### config.mk
export PLATFORM = sky130hd
export DESIGN_NAME = fetch_unit
export DESIGN_NICKNAME = d
export VERILOG_FILES = /design/src/rtl/cpu_pkg.sv /design/src/rtl/fetch_pc_reg.sv /design/src/rtl/fetch_unit.sv
export SDC_FILE = /design/constraint.sdc
export NUM_CORES = 1
export LEC_CHECK = 0
export ABC_AREA = 1
export BUFFER_PORTS_ARGS = -buffer_cell sky130_fd_sc_hd__buf_4
export CAP_MARGIN = 0
export CORE_AREA = 5 5 122 124
export DETAILED_ROUTE_END_ITERATION = 8
export DIE_AREA = 0 0 127 129
export PLACE_DENSITY_LB_ADDON = 0.15
export SETUP_SLACK_MARGIN = 0.5
export SLEW_MARGIN = 20
export SYNTH_ARGS = -nofsm -noshare
export SYNTH_HDL_FRONTEND = slang
export SYNTH_HIERARCHICAL = 1
export SYNTH_SLANG_ARGS = --single-unit
export TNS_END_PERCENT = 30
### constraint.sdc
create_clock -name clk -period 2.7 [get_ports clk]
set_input_delay 0.27 -clock clk [delete_from_list [all_inputs] [get_ports clk]]
set_output_delay 0.27 -clock clk [all_outputs]
set_load 0.01 [all_outputs]
### src/rtl/cpu_pkg.sv
// Shared CPU definitions: datapath widths, default reset PC, and the fetch FSM state type.
package cpu_pkg;

    localparam int INSTR_W = 32;
    localparam int ADDR_W  = 32;

    localparam logic [ADDR_W-1:0] DEFAULT_RESET_PC = 32'h0000_0000;

    typedef enum logic [1:0] {
        S_REQ  = 2'd0,
        S_WAIT = 2'd1,
        S_HOLD = 2'd2,
        S_DROP = 2'd3
    } fetch_state_t;

    // Instruction fetch is word granular; low address bits are always dropped.
    function automatic logic [ADDR_W-1:0] align_word(input logic [ADDR_W-1:0] addr);
        return {addr[ADDR_W-1:2], 2'b00};
    endfunction

endpackage

### src/rtl/fetch_pc_reg.sv
// Fetch PC register: async reset to RESET_PC, redirect load with word alignment,
// sequential +4 advance, and the combinational pc+4 used for the return address.
module fetch_pc_reg
    import cpu_pkg::*;
#(
    parameter logic [ADDR_W-1:0] RESET_PC = DEFAULT_RESET_PC
) (
    input  logic              clk,
    input  logic              rst,
    input  logic              redirect_valid,
    input  logic [ADDR_W-1:0] redirect_pc,
    input  logic              advance,
    output logic [ADDR_W-1:0] pc,
    output logic [ADDR_W-1:0] pc_plus4
);

    logic [ADDR_W-1:0] pc_q;
    logic [ADDR_W-1:0] pc_d;

    // Redirect wins over a same-cycle sequential advance.
    always_comb begin
        pc_d = pc_q;
        if (redirect_valid) begin
            pc_d = align_word(redirect_pc);
        end else if (advance) begin
            pc_d = pc_q + ADDR_W'(4);
        end
    end

    always_ff @(posedge clk or posedge rst) begin
        if (rst) begin
            pc_q <= align_word(RESET_PC);
        end else begin
            pc_q <= pc_d;
        end
    end

    assign pc       = pc_q;
    assign pc_plus4 = pc_q + ADDR_W'(4);

endmodule

### src/rtl/fetch_unit.sv
// Instruction fetch front end: one outstanding imem request at a time, delivers
// {instruction, pc+4} to decode, and squashes stale fetches on redirect.
module fetch_unit
    import cpu_pkg::*;
#(
    parameter logic [ADDR_W-1:0] RESET_PC = DEFAULT_RESET_PC
) (
    input  logic               clk,
    input  logic               reset,
    output logic               imem_req_valid,
    input  logic               imem_req_ready,
    output logic [ADDR_W-1:0]  imem_req_addr,
    input  logic               imem_rsp_valid,
    input  logic [INSTR_W-1:0] imem_rsp_data,
    input  logic               redirect_valid,
    input  logic [ADDR_W-1:0]  redirect_pc,
    output logic               if_valid,
    input  logic               if_ready,
    output logic [INSTR_W-1:0] if_instr,
    output logic [ADDR_W-1:0]  if_pc4
);

    // Handshakes: a transfer occurs on a cycle where valid && ready; a raised valid
    // keeps its payload stable until that transfer, or until a redirect or reset.

    fetch_state_t       state_q, state_d;
    logic               req_valid_q, req_valid_d;
    logic               if_valid_q, if_valid_d;
    logic [INSTR_W-1:0] if_instr_q, if_instr_d;
    logic [ADDR_W-1:0]  if_pc4_q, if_pc4_d;
    logic [ADDR_W-1:0]  pc4_q, pc4_d;

    logic               pc_advance;
    logic [ADDR_W-1:0]  pc;
    logic [ADDR_W-1:0]  pc_plus4;
    logic               req_fire;
    logic               out_fire;

    assign req_fire = req_valid_q && imem_req_ready;
    assign out_fire = if_valid_q && if_ready;

    fetch_pc_reg #(
        .RESET_PC(RESET_PC)
    ) u_pc (
        .clk           (clk),
        .rst           (reset),
        .redirect_valid(redirect_valid),
        .redirect_pc   (redirect_pc),
        .advance       (pc_advance),
        .pc            (pc),
        .pc_plus4      (pc_plus4)
    );

    always_comb begin
        state_d    = state_q;
        if_valid_d = if_valid_q;
        if_instr_d = if_instr_q;
        if_pc4_d   = if_pc4_q;
        pc4_d      = pc4_q;
        pc_advance = 1'b0;

        unique case (state_q)
            S_REQ: begin
                if (redirect_valid) begin
                    // An accepted request still owes us a response that must be dropped.
                    state_d = req_fire ? S_DROP : S_REQ;
                end else if (req_fire) begin
                    pc4_d   = pc_plus4;
                    state_d = S_WAIT;
                end
            end
            S_WAIT: begin
                if (redirect_valid) begin
                    state_d = imem_rsp_valid ? S_REQ : S_DROP;
                end else if (imem_rsp_valid) begin
                    if_instr_d = imem_rsp_data;
                    if_pc4_d   = pc4_q;
                    if_valid_d = 1'b1;
                    state_d    = S_HOLD;
                end
            end
            S_HOLD: begin
                if (redirect_valid) begin
                    state_d = S_REQ;
                end else if (out_fire) begin
                    if_valid_d = 1'b0;
                    pc_advance = 1'b1;
                    state_d    = S_REQ;
                end
            end
            S_DROP: begin
                if (!redirect_valid && imem_rsp_valid) begin
                    state_d = S_REQ;
                end
            end
            default: state_d = S_REQ;
        endcase

        if (redirect_valid) begin
            if_valid_d = 1'b0;
        end

        // Request valid is registered so it is low during reset and rises one edge later.
        req_valid_d = (state_d == S_REQ);
    end

    always_ff @(posedge clk or posedge reset) begin
        if (reset) begin
            state_q     <= S_REQ;
            req_valid_q <= 1'b0;
            if_valid_q  <= 1'b0;
            if_instr_q  <= '0;
            if_pc4_q    <= '0;
            pc4_q       <= '0;
        end else begin
            state_q     <= state_d;
            req_valid_q <= req_valid_d;
            if_valid_q  <= if_valid_d;
            if_instr_q  <= if_instr_d;
            if_pc4_q    <= if_pc4_d;
            pc4_q       <= pc4_d;
        end
    end

    assign imem_req_valid = req_valid_q;
    assign imem_req_addr  = pc;
    assign if_valid       = if_valid_q;
    assign if_instr       = if_instr_q;
    assign if_pc4         = if_pc4_q;

endmodule
==> run metrics, run 1 <==
Ant. Diodes=0; First DRT Iteration DRCs=320; Post-CTS Setup Repair Bufs=0; Hold Path Depth=3; Critical Path RT=3.02 ns; CP most frequent cell=inv_1; later-pin clock latency in the skew report=0.42 ns; clock buffer depth=2; io pins=168; number of antenna-violating nets in the routed design=0; Die W=127 microns; Buf+Inv Stages, Crit Path=4; P&R area growth vs syn=29.1%; core area=13700 sq um; clock root cell=clkbuf_16; Initial Util=47.1%; RSZ-0062 raised after global routing=no; Mean Syn Cell Area=8.69 sq um; final setup vio count=0; crit-path max cell delay=0.40 ns; Reg2Reg Setup Slack=0.84 ns; leading cell type in the layout, fill and taps excluded=nand2_1; most frequent cells in the layout=273 x nand2_1, 168 x buf_4, 130 x dfrtp_1, 69 x nand3_1, 46 x inv_1; Crit. Startpoint=state_q[0]; DRC viols=0; vias post-DR=5482; area of the multi-input gates=2740 sq um; critical path's slowest cell=dfrtp_1; fill count=1233; setup TNS=0 ns; # resized after CTS=0; Pint=5.28 mW; clock skew=0.00675 ns; Worst Path Arrival=2.17 ns; shortest period the worst path allows=1.86 ns; vias in the first global route=5358; final hold slack=0.0856 ns; Yosys reg bits=130; critical path cell sequence=inv_2 > nand2_1 > nor3_1 > inv_1 > nor2_1 > buf_4 > inv_1 > o221ai_1; Flop pwr share=39.4%; synthesized cell area=6440 sq um; count of cell types in the netlist=33; Top Family by Delay on Critical Path=buffers and inverters; max-cap viol count=0; Reg clk slew, reported paths=0.06 ns; register area=3250 sq um; cells on worst reg2reg path=8; Nets=967; Comb power frac=31.5%; Final Hold Viols=0; pin count of the biggest net entering global routing=101; fin cells=1089; VDD IR-drop max=0.000371 V; clock sink total=130; Max Slew Vio Count=0; CP endpoint=u_pc/pc[5]; outcome=completed; Pleak=4.34 nW; ratio of cells with drive above 1 in the final layout=30.5%; Congestion Overflow GR=0; Die Area=16400 sq um; placed insts=1056; Slew Limit Headroom=44.7%; GRT Overall Usage=20.7%; Slew @ Worst Pin=0.830 ns; Clock Power Share=29.2%; DRT Pass-1 Iters=5; pwr dens=950 nW/um^2; drt total wl=16400 microns; Post-Syn Instances=741; Fmax achieved=0.538 GHz; CP endpoint kind=flop; CTS tree=built; global-route wire length before repair=27100 microns; final worst path period share=68.8%; TritonCTS Buffers=17; fin util=60.8%; P_sw=2.61 mW; initial antenna violation count=0; Hold Crit Class=primary input to flop; Switching Share=33.1%; R2R Path Start=state_q[0]; Core Rows=43; register area share after synthesis=50.5%; Via density=5.03; RR Endpoint=u_pc/pc[5]; chip height=129 microns; critical path type=flop to flop; Port Buffers=163; Max FO, Critical Path=25; final RePlAce weighted congestion=0.876; routed len/inst=15.0 microns; Crit. path cell count=8; Yosys warning count=6; Startpoint Class=flop; hpwl dp=11600 microns; H-tree depth=4
## power by group through the flow
| stage | logic [mW] | registers, mW | clock network (mW) |
|---|---|---|---|
| 6_report | 2.48 | 3.11 | 2.30 |
| 5_1_grt | 2.77 | 3.20 | 2.45 |
| 4_1_cts | 2.53 | 3.11 | 2.34 |
| 3_5_place_dp | 2.52 | 3.13 | 0 |
| 3_3_place_gp | 2.46 | 3.10 | 0 |
| 2_1_floorplan | 1.18 | 3.31 | 0 |
## worst min-delay path: cells and delay by family
family        cells  cell delay [ns]
simple gates      2             0.12
buf+inv           1             0.07
## registers in the layout, indices dropped and copies added, names as in the netlist
| register | count |
|---|---|
| pc4_q | 32 |
| if_pc4 | 32 |
| imem_req_valid | 1 |
| if_valid | 1 |
| u_pc/pc | 30 |
| state_q | 2 |
| if_instr | 32 |
## logic make-up after synthesis
group | synth area share [%]
simple gates | 31.3
flops | 50.5
other cells | 0.0582
buf+inv | 7.13
xor+xnor | 2.86
fa+ha+maj | 0.194
compound gates | 7.95
## through the flow
step | cell area, sq um | setup slack, ns | power (mW)
finish | 8310 | 0.843 | 7.89
detailed placement | 7700 | 0.897 | 5.65
CTS | 8310 | 0.847 | 7.98
global placement | 7700 | 0.936 | 5.56
floorplan | 6450 | 1.13 | 4.49
global route | 8310 | 0.689 | 8.42
## synthesized netlist by cell type
master / number / area share, %
nor3_1: 1 / 0.078
nor2_1: 33 / 1.9
o211ai_1: 3 / 0.35
nand2_2: 7 / 0.68
inv_2: 3 / 0.17
nand3b_1: 9 / 1.0
nor2_4: 10 / 1.7
o21ai_1: 18 / 1.4
a21oi_1: 1 / 0.078
xnor2_1: 1 / 0.14
buf_2: 11 / 0.85
nand2_8: 2 / 0.62
buf_1: 1 / 0.058
xor2_2: 7 / 1.8
buf_4: 12 / 1.4
inv_1: 47 / 2.7
clkbuf_1: 4 / 0.23
and2_1: 1 / 0.097
xor2_1: 7 / 0.95
o221ai_1: 1 / 0.14
buf_6: 9 / 1.6
nand2_4: 3 / 0.52
a21oi_2: 18 / 2.4
nand2_1: 273 / 16
dfrtp_1: 130 / 51
conb_1: 1 / 0.058
o21ai_0: 5 / 0.39
a22oi_1: 27 / 3.1
nor2_8: 4 / 1.2
nor2_2: 21 / 2.0
ha_1: 1 / 0.19
nand3_1: 69 / 5.4
inv_4: 1 / 0.097
## metal layers
metal | wire, microns | track usage (%) | part of all wire, %
met4 | 194 | 5.68 | 1.2
met5 | 0 | 0 | 0
met2 | 7710 | 33.0 | 47
met3 | 1050 | 5.02 | 6.4
met1 | 7410 | 28.4 | 45
## what timing repair did
action | CTS | global route
hold endpoints to repair | 30 | 0
hold buffers | 1 | 0
endpoints found under the setup margin | 0 | 0
## final cells by class
| type | count | share of cell area (%) |
|---|---|---|
| Sequential cell | 130 | 39.2 |
| Multi-Input combinational cell | 526 | 33.0 |
| Timing Repair Buffer | 170 | 15.5 |
| Clock buffer | 24 | 6.04 |
| Tap cell | 180 | 2.71 |
| Inverter | 51 | 2.38 |
| Clock inverter | 8 | 1.20 |
## worst min path at each step
stage / startpoint / endpoint / slack [ns]
after floorplan: reset / u_pc/pc[10] / 0.36
after global placement: reset / u_pc/pc[3] / 0.40
after detailed placement: reset / u_pc/pc[3] / 0.40
after CTS: redirect_pc[4] / u_pc/pc[4] / 0.07
after global routing: redirect_pc[3] / u_pc/pc[3] / 0.08
final: imem_rsp_data[28] / if_instr[28] / 0.09
No activity file was read; power rests on OpenSTA's default activity.
==> run 2, diff against run 1 <==
--- a/config.mk
+++ b/config.mk
@@ -8,9 +8,9 @@
 export ABC_AREA = 1
 export BUFFER_PORTS_ARGS = -buffer_cell sky130_fd_sc_hd__buf_4
 export CAP_MARGIN = 0
-export CORE_AREA = 5 5 122 124
+export CORE_AREA = 5 5 120 122
 export DETAILED_ROUTE_END_ITERATION = 8
-export DIE_AREA = 0 0 127 129
+export DIE_AREA = 0 0 125 127
 export PLACE_DENSITY_LB_ADDON = 0.15
 export SETUP_SLACK_MARGIN = 0.5
 export SLEW_MARGIN = 20
==> constraint.sdc (replaced) <==
create_clock -name clk -period 1.8 [get_ports clk]
set_input_delay 0.18 -clock clk [delete_from_list [all_inputs] [get_ports clk]]
set_output_delay 0.18 -clock clk [all_outputs]
set_load 0.01 [all_outputs]
==> run metrics, run 2 (same netlist as run 1, synthesis figures left out) <==
vias in the first global route=5951; DRC viols=0; outcome=completed; Fmax achieved=0.608 GHz; Startpoint Class=flop; core area=13100 sq um; First DRT Iteration DRCs=464; Critical Path RT=2.15 ns; Crit. Startpoint=u_pc/pc[2]; Core Rows=42; fill count=957; Reg clk slew, reported paths=0.06 ns; clock sink total=130; ratio of cells with drive above 1 in the final layout=39.8%; area of the multi-input gates=3050 sq um; critical path type=flop to flop; final setup vio count=0; Port Buffers=163; Congestion Overflow GR=0; fin util=73.8%; R2R Path Start=u_pc/pc[2]; setup TNS=0 ns; CP endpoint kind=flop; Max Slew Vio Count=0; initial antenna violation count=0; TritonCTS Buffers=17; Worst Path Arrival=1.99 ns; Max FO, Critical Path=5; leading cell type in the layout, fill and taps excluded=nand2_1; chip height=127 microns; GRT Overall Usage=23.2%; VDD IR-drop max=0.000533 V; later-pin clock latency in the skew report=0.41 ns; Hold Crit Class=primary input to flop; final RePlAce weighted congestion=0.877; max-cap viol count=0; vias post-DR=6068; pre-CTS WS=-0.195 ns; number of antenna-violating nets in the routed design=0; Die W=125 microns; Final Hold Viols=0; Ant. Diodes=0; CTS tree=built; H-tree depth=4; final worst path period share=91.3%; most frequent cells in the layout=249 x nand2_1, 201 x buf_4, 115 x dfrtp_1, 69 x nand3_1, 43 x inv_1; clock root cell=clkbuf_16; shortest period the worst path allows=1.64 ns; Initial Util=49.2%; RSZ-0062 raised after global routing=yes; P&R area growth vs syn=50.0%; clock buffer depth=2; register area=3270 sq um; pwr dens=1300 nW/um^2; hold wc startpoint=imem_rsp_data[10]; Nets=1061; drt total wl=20300 microns; Slew @ Worst Pin=0.540 ns; global-route wire length before repair=29800 microns; io pins=168; routed len/inst=17.2 microns; clock skew=0.00844 ns; Die Area=15900 sq um; Final WS setup=0.156 ns; Via density=5.16; DRT Pass-1 Iters=7; hpwl dp=11600 microns; Slew Limit Headroom=63.9%; Pleak=4.94 nW; pin count of the biggest net entering global routing=51
[run 2: cell count changes in the layout (fill, tap and decap cells not counted), sizes merged]
cell and change:
clkbuf +6, bufinv -1, nand2 +3, buf +58, nor2 +1, dlygate4sd3 +27, clkinv -2
[run 2: cell type report]
cell class                      instances  area share (%)
Sequential cell                       130            33.9
Clock inverter                          5           0.544
Tap cell                              176            2.28
Multi-Input combinational cell        530            31.6
Clock buffer                           25            5.13
Inverter                               51            2.15
Timing Repair Buffer                  260            24.5
[run 2: layer usage]
layer	vias to the layer above	global-route usage [%]	share of wire (%)
li1	2872	-	-
met1	2914	30.9	43
met2	239	38.1	49
met3	43	4.84	6.1
met4	0	7.97	2.5
met5	-	0	0
[run 2: metrics by stage]
step	power [mW]	hold slack, ns	std cells	instance area, sq um
2_1_floorplan	6.75	0.271	744	6470
3_3_place_gp	8.40	0.253	1059	7790
3_5_place_dp	8.55	0.261	1059	7790
4_1_cts	12.1	0.000503	1155	9200
5_1_grt	13.3	0.0118	1177	9660
6_report	12.5	0.00698	1177	9660
[run 2: final timing paths]
| check | cells after the start | endpoint | slack (ns) |
|---|---|---|---|
| setup / recovery | 8 | pc4_q[13] | 0.16 |
| setup reg to reg | 8 | pc4_q[13] | 0.16 |
| min in group asynchronous | 3 | if_pc4[4] | 0.37 |
| max in group asynchronous | 4 | if_pc4[19] | 0.84 |
| hold / removal | 3 | if_instr[10] | 0.007 |
| hold reg to reg | 2 | if_instr[20] | 0.47 |
[run 2: critical path, cell delays in order (launching register included)]
cell,delay (ns)
dfrtp_2,0.40
inv_1,0.15
nor2_4,0.21
nand2_4,0.12
nor2_4,0.17
buf_6,0.12
xor2_2,0.19
nand3_1,0.13
nand2_1,0.08
[run 2: report_power, final]
part	switching, mW	total [mW]	internal [mW]	leakage, nW
combinational	2.44	4.67	2.22	3.09
clock	1.18	3.20	2.02	0.269
sequential	0.634	4.66	4.03	1.58
total	4.25	12.5	8.27	4.94
[run 2: timing repair]
action / 4_1_cts / 5_1_grt
pin swaps: 25 / 22
endpoints found under the setup margin: 112 / 143
hold buffers: 28 / 0
endpoints found under the hold margin: 77 / 0
resized for setup: 67 / 37
setup buffers: 34 / 13
gates cloned: 4 / 9
==> run 3, diff against run 2 <==
==> constraint.sdc (replaced) <==
create_clock -name clk -period 1.95 [get_ports clk]
set_input_delay 0.195 -clock clk [delete_from_list [all_inputs] [get_ports clk]]
set_output_delay 0.195 -clock clk [all_outputs]
set_load 0.01 [all_outputs]
==> run metrics, run 3 (same netlist as run 1, synthesis figures left out) <==
shortest period the worst path allows=1.57 ns; CTS tree=built; final RePlAce weighted congestion=0.919; initial antenna violation count=0; Ant. Diodes=0; Port Buffers=163; CP most frequent cell=buf_4; Nets=996; hpwl dp=11700 microns; chip height=127 microns; core area=13100 sq um; routed len/inst=15.6 microns; pin count of the biggest net entering global routing=101; TritonCTS Buffers=17; Congestion Overflow GR=0; Hold Crit Class=primary input to flop; critical path cell sequence=buf_6 > buf_4 > buf_4 > buf_4; Max FO, Critical Path=3; RSZ-0062 raised after global routing=yes; final worst path period share=80.7%; fill count=1046; Comb power frac=32.2%; register area=3270 sq um; finished layout cell area=8800 sq um; setup TNS=0 ns; DRT Pass-1 Iters=6; Slew Limit Headroom=65.4%; Worst Path Arrival=1.38 ns; vias in the first global route=5494; clock buffer depth=2; Core Rows=42; clock sink total=130; Die W=125 microns; max-cap viol count=0; critical path's slowest cell=dfrtp_1; global-route wire length before repair=27600 microns; io pins=168; Initial Util=49.2%; Critical Path RT=1.75 ns; First DRT Iteration DRCs=353; Die Area=15900 sq um; fin util=67.2%; later-pin clock latency in the skew report=0.41 ns; P_sw=3.75 mW; most frequent cells in the layout=255 x nand2_1, 184 x buf_4, 113 x dfrtp_1, 69 x nand3_1, 43 x inv_1; H-tree depth=4; Slew @ Worst Pin=0.518 ns; Final Hold Viols=0; Pleak=4.55 nW; Via density=5.06; Reg clk slew, reported paths=0.06 ns; P&R area growth vs syn=36.6%; Flop pwr share=37.8%; outcome=completed; DRC viols=0; Area after DPL=7740 sq um; CP endpoint kind=primary output; VDD IR-drop max=0.000603 V; clock root cell=clkbuf_16; Fmax achieved=0.635 GHz; leading cell type in the layout, fill and taps excluded=nand2_1; vias post-DR=5635; GRT Overall Usage=21.5%; final setup vio count=0; clock skew=0.00818 ns; Clock Power Share=30.0%; area of the multi-input gates=2900 sq um; ratio of cells with drive above 1 in the final layout=37.6%; number of antenna-violating nets in the routed design=0; Max Slew Vio Count=0; Startpoint Class=flop; drt total wl=17400 microns; pwr dens=1300 nW/um^2; Switching Share=32.8%; Pint=7.68 mW; crit-path max cell delay=0.42 ns; critical path type=flop to primary output; total power=11.4 mW
-- run 3: power groups by stage --
stage | combinational, mW | clock (mW) | sequential [mW]
6_report | 3.68 | 3.43 | 4.32
3_5_place_dp | 3.49 | 0 | 4.35
4_1_cts | 3.63 | 3.48 | 4.32
5_1_grt | 4.07 | 3.60 | 4.45
3_3_place_gp | 3.41 | 0 | 4.31
2_1_floorplan | 1.64 | 0 | 4.58
-- run 3: cell type report --
class / instances / area share [%]
clock buffer: 18 / 4.88
clock inverter: 13 / 2.39
inverter: 51 / 2.28
multi-input combinational: 527 / 33.0
sequential: 130 / 37.2
tap: 176 / 2.50
timing repair buffer: 198 / 17.8
-- run 3: worst paths after layout --
kind,from,endpoint,slack (ns),cells after the start
setup / recovery,u_pc/pc[3],imem_req_addr[3],0.38,4
hold / removal,imem_rsp_data[3],if_instr[3],0.01,3
setup reg to reg,u_pc/pc[3],pc4_q[17],0.40,9
hold reg to reg,if_instr[25],if_instr[25],0.47,2
max in group asynchronous,reset,state_q[1],1.06,4
min in group asynchronous,reset,u_pc/pc[3],0.44,4
-- run 3: timing repair --
action	4_1_cts	5_1_grt
pin swaps	26	22
hold endpoints to repair	131	0
cloned	3	0
buffers inserted	11	10
setup endpoints to repair	63	104
hold buffers	2	0
gates resized for setup	40	33
-- run 3: metrics by stage --
step	worst slack, ns	hold slack [ns]	std cells
6_report	0.376	0.0138	1113
2_1_floorplan	0.383	0.286	744
4_1_cts	0.373	0.000292	1103
3_5_place_dp	0.218	0.335	1056
5_1_grt	0.291	0.00754	1113
3_3_place_gp	0.274	0.326	1056
-- run 3: worst max-delay path: cells and delay by family (launching register included) --
family                 cells  cell delay [ns]
buffers and inverters      4             0.55
DFF                        1             0.42
-- run 3: metal layers --
metal	global-route usage, %	vias up	part of all wire (%)
met5	0	-	0
met3	5.88	30	7.2
li1	-	2729	-
met2	33.2	229	46
met4	6.70	0	1.8
met1	29.8	2647	45
